--- src/rtl/config_loader.sv ---
// Byte-stream configuration loader: parses SYNC/ADDR/4xDATA frames and issues a
// one-cycle one-hot write strobe with the assembled 32-bit word.
module config_loader #(
  parameter int NUM_BLOCKS = 4,
  parameter int CNT_W      = 8
) (
  input  logic                  clk,
  input  logic                  rst,
  input  logic                  in_valid,
  input  logic [7:0]            in_data,
  output logic                  in_ready,
  input  logic                  restart,
  output logic [NUM_BLOCKS-1:0] config_en,
  output logic [31:0]           config_data,
  output logic                  done,
  output logic                  error,
  output logic [CNT_W-1:0]      words_written
);

  localparam logic [8:0] NB = NUM_BLOCKS[8:0];

  typedef enum logic [2:0] {
    S_IDLE,
    S_ADDR,
    S_DATA,
    S_WRITE,
    S_DONE,
    S_ERR
  } state_t;

  state_t     state, state_nxt;
  logic       live;
  logic [7:0] addr;
  logic [1:0] cnt;
  logic       take;

  // live keeps in_ready low until the first clock after reset release.
  always_comb begin
    in_ready = 1'b0;
    if (live && !restart &&
        (state == S_IDLE || state == S_ADDR || state == S_DATA))
      in_ready = 1'b1;
    take = in_valid & in_ready;
  end

  always_comb begin
    state_nxt = state;
    unique case (state)
      S_IDLE:  if (take) state_nxt = (in_data == 8'hA5) ? S_ADDR : S_ERR;
      S_ADDR:
        if (take) begin
          if (in_data == 8'hFF)           state_nxt = S_DONE;
          else if ({1'b0, in_data} < NB)  state_nxt = S_DATA;
          else                            state_nxt = S_ERR;
        end
      S_DATA:  if (take && cnt == 2'd3) state_nxt = S_WRITE;
      S_WRITE: state_nxt = S_IDLE;
      default: state_nxt = state;
    endcase
    if (restart) state_nxt = S_IDLE;
  end

  always_ff @(posedge clk or negedge rst) begin
    if (!rst) begin
      state         <= S_IDLE;
      live          <= 1'b0;
      addr          <= '0;
      cnt           <= '0;
      config_data   <= '0;
      words_written <= '0;
    end else begin
      state <= state_nxt;
      live  <= 1'b1;
      if (state == S_ADDR && take) begin
        addr <= in_data;
        cnt  <= '0;
      end
      if (state == S_DATA && take) begin
        config_data[{cnt, 3'b000} +: 8] <= in_data;
        cnt <= cnt + 2'd1;
      end
      if (restart) cnt <= '0;
      if (state == S_WRITE && words_written != '1)
        words_written <= words_written + 1'b1;
    end
  end

  // Strobe decodes from registered state only, so async reset clears it at once.
  always_comb begin
    config_en = '0;
    for (int unsigned i = 0; i < NUM_BLOCKS; i++)
      config_en[i] = (state == S_WRITE) && (32'(addr) == i);
  end

  assign done  = (state == S_DONE);
  assign error = (state == S_ERR);

endmodule

--- config.mk ---
export PLATFORM = sky130hd
export DESIGN_NAME = config_loader
export DESIGN_NICKNAME = d
export VERILOG_FILES = /design/src/rtl/config_loader.sv
export SDC_FILE = /design/constraint.sdc
export NUM_CORES = 1
export LEC_CHECK = 0
export ABC_AREA = 1
export BUFFER_PORTS_ARGS = -buffer_cell sky130_fd_sc_hd__buf_2
export CAP_MARGIN = 20
export CORE_MARGIN = 3
export CORE_UTILIZATION = 25
export CTS_CLUSTER_DIAMETER = 150
export CTS_CLUSTER_SIZE = 25
export DETAILED_ROUTE_END_ITERATION = 8
export GPL_TIMING_DRIVEN = 0
export PLACE_DENSITY = 0.5
export RECOVER_POWER = 25
export REMOVE_ABC_BUFFERS = 1
export SYNTH_ARGS = -nofsm -noshare
export SYNTH_HDL_FRONTEND = slang
export SYNTH_SLANG_ARGS = --single-unit
--- constraint.sdc ---
create_clock -name clk -period 4.25 [get_ports clk]
set_clock_uncertainty 0.2 [all_clocks]
set_input_delay 0.2125 -clock clk [delete_from_list [all_inputs] [get_ports clk]]
set_output_delay 0.2125 -clock clk [all_outputs]
set_load 0.05 [all_outputs]
==> results of run 1 <==
cell usage after synthesis (2+ instances only):
library cell / n / area share
inv_1: 38 / 0.052
inv_2: 2 / 0.0027
ha_1: 6 / 0.027
nand2_1: 133 / 0.18
nand2_2: 2 / 0.0045
nor2_2: 2 / 0.0045
nor2_4: 2 / 0.0082
inv_4: 4 / 0.0091
nor2_8: 4 / 0.029
a21oi_1: 3 / 0.0054
nand4_1: 8 / 0.018
xor2_1: 2 / 0.0063
nand3_1: 43 / 0.078
xnor2_1: 3 / 0.0095
nor2_1: 27 / 0.037
o21ai_1: 4 / 0.0072
dfrtp_1: 54 / 0.49
routing by layer:
| metal | vias to the layer above | track usage |
|---|---|---|
| met4 | 0 | 0.03731 |
| met2 | 44 | 0.1824 |
| met3 | 7 | 0.02511 |
| met5 | - | 0 |
| met1 | 1118 | 0.1668 |
| li1 | 1221 | - |
power by group through the flow:
stage | clock, mW | sequential (mW) | combinational [mW]
3_5_place_dp | 0 | 0.640 | 0.309
2_1_floorplan | 0 | 0.717 | 0.134
3_3_place_gp | 0 | 0.640 | 0.301
4_1_cts | 0.323 | 0.631 | 0.310
6_report | 0.308 | 0.630 | 0.304
5_1_grt | 0.339 | 0.643 | 0.340
cell families (layout without fill, tap and decap cells):
group | count (synthesis) | in the layout | share of synthesized area
AO/OA/AOI/OAI | 10 | 10 | 0.02038
XOR/XNOR | 5 | 5 | 0.01585
adder cells (fa/ha/maj) | 6 | 6 | 0.02717
buffers and inverters | 48 | 114 | 0.07201
flip-flops | 54 | 54 | 0.4891
other | 1 | 1 | 0.001357
AND/OR/NAND/NOR | 225 | 225 | 0.3741
worst max-delay path, cell delays in order (launching register included):
cell     delay, ns
dfrtp_1       0.47
nand2_1       0.10
nor2_1        0.33
nand4_1       0.22
nor2_1        0.13
buf_2         0.27
stage by stage:
stage / area (sq um) / hold slack [ns]
after floorplan: 2743 / -0.2831
after global placement: 3203 / 0.2560
after detailed placement: 3223 / 0.08236
after CTS: 3338 / 0.01097
after global routing: 3332 / 0.02310
final: 3332 / 0.02152
layout by cell type (no fill, tap or decap), types with 2 or more instances in the layout:
master	synthesis	final
nand2_2	2	2
nor2_8	4	4
nand4_1	8	8
nand3_1	43	43
xor2_1	2	2
dfrtp_1	54	54
nor2_4	2	2
dlygate4sd3_1	0	2
xnor2_1	3	3
nor2_1	27	27
clkbuf_1	1	5
nor2_2	2	2
inv_4	4	4
inv_2	2	2
o21ai_1	4	4
ha_1	6	6
inv_1	38	38
a21oi_1	3	3
buf_2	1	53
nand2_1	133	133
clkbuf_8	0	6
state kept, by name, indices dropped and copies added, names as in the netlist:
name / flops
config_data: 32
cnt: 2
words_written: 8
state: 3
addr: 8
live: 1
path summary, 6_finish.rpt:
kind	start	to	slack, ns
min in group asynchronous	rst	config_data[29]	0.61
hold / removal	in_data[0]	config_data[0]	0.02
max in group asynchronous	rst	words_written[4]	2.35
setup / recovery	state[1]	config_en[2]	2.01
setup reg to reg	cnt[0]	config_data[19]	2.10
hold reg to reg	addr[5]	addr[5]	0.28
area by class of cell:
cell class / count / area [sq um] / share of cell area
flip-flops and latches: 54 / 1351 / 0.4056
clock inverters: 2 / 12.51 / 0.003755
clock buffers: 6 / 82.58 / 0.02478
multi-input cells: 247 / 1212 / 0.3639
repair buffers: 61 / 324.1 / 0.09726
well taps: 136 / 170.2 / 0.05107
inverters: 45 / 178.9 / 0.05370
repair_timing:
action                    in CTS  in global routing
buffers inserted               0                  0
hold endpoints to repair      28                  0
hold buffers                   2                  0
==> flow_summary.yaml, run 1 <==
sta:
  tightest_slew_ns: 1.540
  slew_headroom: -0.02696
  fin_crit_sh: 0.5281
  setup_viol: 0
  setup_ws_ns: 2.006
  hold_viol: 0
  finalMaxSlewViolations: 28
  fin_crit_ns: 2.244
  rsz0062_at_grt: "false"
  fmaxAchievable_mhz: 445.6
  tns_ns: 0
clock_network:
  htree_levels: 2
  cts_tree: "built"
  cts_resized: 0
  numClockSinks: 54
  clk_pin_slew_ns: 0.11
  numCtsBuffers: 5
  clk_latency_ns: 0.31
  cts_buffer_depth: 2
  root_buffer: "clkbuf_8"
placed_design:
  pre_cts_ws_ns: 2.142
  io_buffers: 58
  routabilityCongestion: 0.7925
  placed_cells: 541
  dp_hpwl_um: 5250
setup_path:
  cp-start-kind: "flop"
  path_max_fanout: 6
  cp-end-kind: "primary output"
  crit_arrival_ns: 1.83
  required_ns: 3.84
  r2r_cells: 6
  crit_type: "flop to primary output"
synth:
  ys_warn_count: 0
  synth-async-reset-ratio: 1.000
  synthCells: 349
  avgSynthCellArea_sq_um: 7.916
  synth_seq_cells: 54
  ys_types: 29
  seq_area_frac_synth: 0.4891
  synth_edf_count: 0
  syn_area_sq_um: 2763
  synthFlopType: "dfrtp_1"
pwr:
  switching_share: 0.3640
  clkPwrFrac: 0.248
  power.density_nw_per_um2: 372.9
  pwr-share-comb: 0.245
  total_power_mw: 1.243
  p_leak_nw: 1.997
  peakVddDrop_mv: 0.1351
  p_sw_mw: 0.4523
  p_int_mw: 0.7903
  seqPwrFrac: 0.507
drt:
  route.met3.wl_um: 288
  first_pass_iters: 4
  wl_met2_um: 3063
  met1_length_um: 3501
  num_vias: 2390
  top_layer_used: "met4"
  wl_um: 6939
  drc: 0
  routed_via_density: 4.338
  drt-wirelength-per-cell_um: 12.59
  ant_nets: 0
  drt_iter0_markers: 171
run_status:
  status: "finished, violations left"
  violations: "max-capacitance violations, max-slew violations"
grt:
  grt.overflow.total: 0
  grt_pass1_wl_um: 12030
  grt.total_usage: 0.1185
  antenna_found_initial: 0
  grt_max_degree: 29
  first_global_vias: 2409
final_layout:
  area_delta_synth_final_pct: 20.61
  antenna_cells: 0
  n_fill_cell: 1199
  final_util: 0.3157
  drive_gt1_frac: 0.1928
  nNetsFinal: 432
  layoutNonFillerInstCount: 551
floorplanning:
  core_area_sq_um: 10560
  num_rows: 37
  start_util: 0.2617
  die_h_um: 111.1
  chipWidth_um: 111.1
  io_pins: 59
  die_area_sq_um: 12350
hold_path:
  min_path_type: "input pin to flop"
  holdPathStages: 3
run:
  max_cap_viol_count: 1
No activity file was read; power rests on OpenSTA's default activity.
==> inputs of run 2 (changes only) <==
--- a/config.mk
+++ b/config.mk
@@ -14,7 +14,7 @@
 export CTS_CLUSTER_SIZE = 25
 export DETAILED_ROUTE_END_ITERATION = 8
 export GPL_TIMING_DRIVEN = 0
-export PLACE_DENSITY = 0.5
+export PLACE_DENSITY = 0.51
 export RECOVER_POWER = 25
 export REMOVE_ABC_BUFFERS = 1
 export SYNTH_ARGS = -nofsm -noshare
==> constraint.sdc (replaced) <==
create_clock -name clk -period 1.99 [get_ports clk]
set_clock_uncertainty 0.2 [all_clocks]
set_input_delay 0.0995 -clock clk [delete_from_list [all_inputs] [get_ports clk]]
set_output_delay 0.0995 -clock clk [all_outputs]
set_load 0.05 [all_outputs]
==> run 2 against run 1 <==
Compared with the run above: global-route usage down 0.38 points; final cell count grew 2.0%; critical path depth did not move; critical endpoint unchanged; routed wire length rose by 0.19%; power is 120% higher; hold slack improved by 0.11 ns; combinational power grew 120%; flip-flop and latch count stayed put; sequential power grew 110%; the run now ends clean; utilization increased by 1.5 points.
==> flow_summary.yaml, run 2 (synthesis gave the netlist of run 1 again) <==
placed_design:
  place_area_sq_um: 3223
  io_buffers: 58
  routabilityCongestion: 0.7697
  dp_hpwl_um: 5038
final_layout:
  largest_register: "config_data"
  final_common_cell: "nand2_1"
  final_cell_mix: "nand2_1 (132), buf_2 (54), dfrtp_1 (52), nand3_1 (43), inv_1 (38)"
  n_fill_cell: 1135
  reg_top3: "config_data x32, addr x8, words_written x8"
  antenna_cells: 0
  drive_gt1_frac: 0.2160
  largest_register_ff_count: 32
  final_area_sq_um: 3487
  area_delta_synth_final_pct: 26.22
  nNetsFinal: 443
drt:
  wl_um: 6952
  routed_via_density: 4.235
  first_pass_iters: 4
  ant_nets: 0
  drc: 0
  drt-wirelength-per-cell_um: 12.37
  num_vias: 2380
  drt_iter0_markers: 114
clock_network:
  cts_tree: "built"
  htree_levels: 2
  numClockSinks: 54
  clk_latency_ns: 0.32
  cts_buffer_depth: 2
  clk_pin_slew_ns: 0.12
  root_buffer: "clkbuf_8"
  numCtsBuffers: 5
sta:
  setup_viol: 0
  hold_viol: 0
  finalMaxSlewViolations: 0
  fin_crit_sh: 0.9410
  slew_headroom: 0.5194
  fin_crit_ns: 1.873
  fmaxAchievable_mhz: 534.0
  rsz0062_at_grt: "true"
  tightest_slew_ns: 0.7208
pwr:
  power.density_nw_per_um2: 800.2
  total_power_mw: 2.791
  p_leak_nw: 2.070
  peakVddDrop_mv: 0.3720
grt:
  antenna_found_initial: 0
  grt_pass1_wl_um: 11790
  grt.overflow.total: 0
  grt.total_usage: 0.1147
  first_global_vias: 2270
  grt_max_degree: 32
setup_path:
  crit_arrival_ns: 1.57
  r2r_cells: 5
  cp-start-kind: "flop"
  crit_type: "flop to primary output"
  regToRegSetupSlack_ns: 0.17
  required_ns: 1.69
  path_max_fanout: 6
  cp-end-kind: "primary output"
floorplanning:
  chipWidth_um: 111.1
  die_area_sq_um: 12350
  num_rows: 37
  io_pins: 59
  die_h_um: 111.1
  core_area_sq_um: 10560
  start_util: 0.2617
run:
  max_cap_viol_count: 0
hold_path:
  min_path_type: "input pin to asynchronous set/reset pin"
run_status:
  status: "completed"
-- run 2: metrics by stage --
| step | setup TNS (ns) | util | instances | setup WS (ns) | hold WS, ns |
|---|---|---|---|---|---|
| final | 0 | 0.3304 | 562 | 0.1174 | 0.1274 |
| after global routing | -0.0006883 | 0.3304 | 562 | -0.0006883 | 0.1879 |
| after CTS | 0 | 0.3282 | 560 | 0.004746 | 0.1389 |
| after detailed placement | -3.613 | 0.3054 | 541 | -0.2255 | -0.05555 |
| after global placement | -2.451 | 0.3035 | 540 | -0.1834 | 0.2125 |
| after floorplan | -0.1088 | - | 346 | -0.02284 | -0.3961 |
-- run 2: worst max-delay path, stage by stage (launching register included) --
cell and delay, ns:
dfrtp_2 0.44, nand2_1 0.14, nor2_4 0.18, nand4_1 0.16
nor2_1 0.12, clkbuf_4 0.24
-- run 2: power breakdown --
group          internal [mW]  switching (mW)
combinational          0.181           0.485
sequential              1.24           0.101
clock                  0.384           0.400
total                   1.80           0.986
-- run 2: path summary, 6_finish.rpt --
| path | endpoint | startpoint |
|---|---|---|
| worst min register to register | addr[4] | addr[4] |
| min in group clk | addr[4] | addr[4] |
| max in group asynchronous | cnt[0] | rst |
| worst max register to register | config_data[29] | cnt[1] |
| worst max-delay path | config_en[2] | state[1] |
| worst min-delay path | config_data[24] | rst |
-- run 2: routing by layer --
metal | routed length, um | GRT usage | vias to the layer above
met2 | 3001 | 0.1711 | 48
li1 | - | - | 1241
met4 | 62 | 0.02920 | 0
met5 | 0 | 0 | -
met3 | 309 | 0.02675 | 4
met1 | 3579 | 0.1674 | 1087
-- run 2: area by class of cell --
| type | count | area [sq um] | area share |
|---|---|---|---|
| well taps | 136 | 170.2 | 0.04880 |
| multi-input cells | 247 | 1236 | 0.3545 |
| clock inverters | 3 | 48.80 | 0.01399 |
| inverters | 45 | 178.9 | 0.05131 |
| clock buffers | 5 | 68.82 | 0.01973 |
| flip-flops and latches | 54 | 1354 | 0.3882 |
| repair buffers | 72 | 430.4 | 0.1234 |
-- run 2: what timing repair did --
action | CTS | global route
endpoints found under the hold margin | 53 | 0
pin swaps | 0 | 0
setup endpoints to repair | 28 | 34
hold buffers | 11 | 0
buffers inserted | 0 | 2
resized for setup | 6 | 6
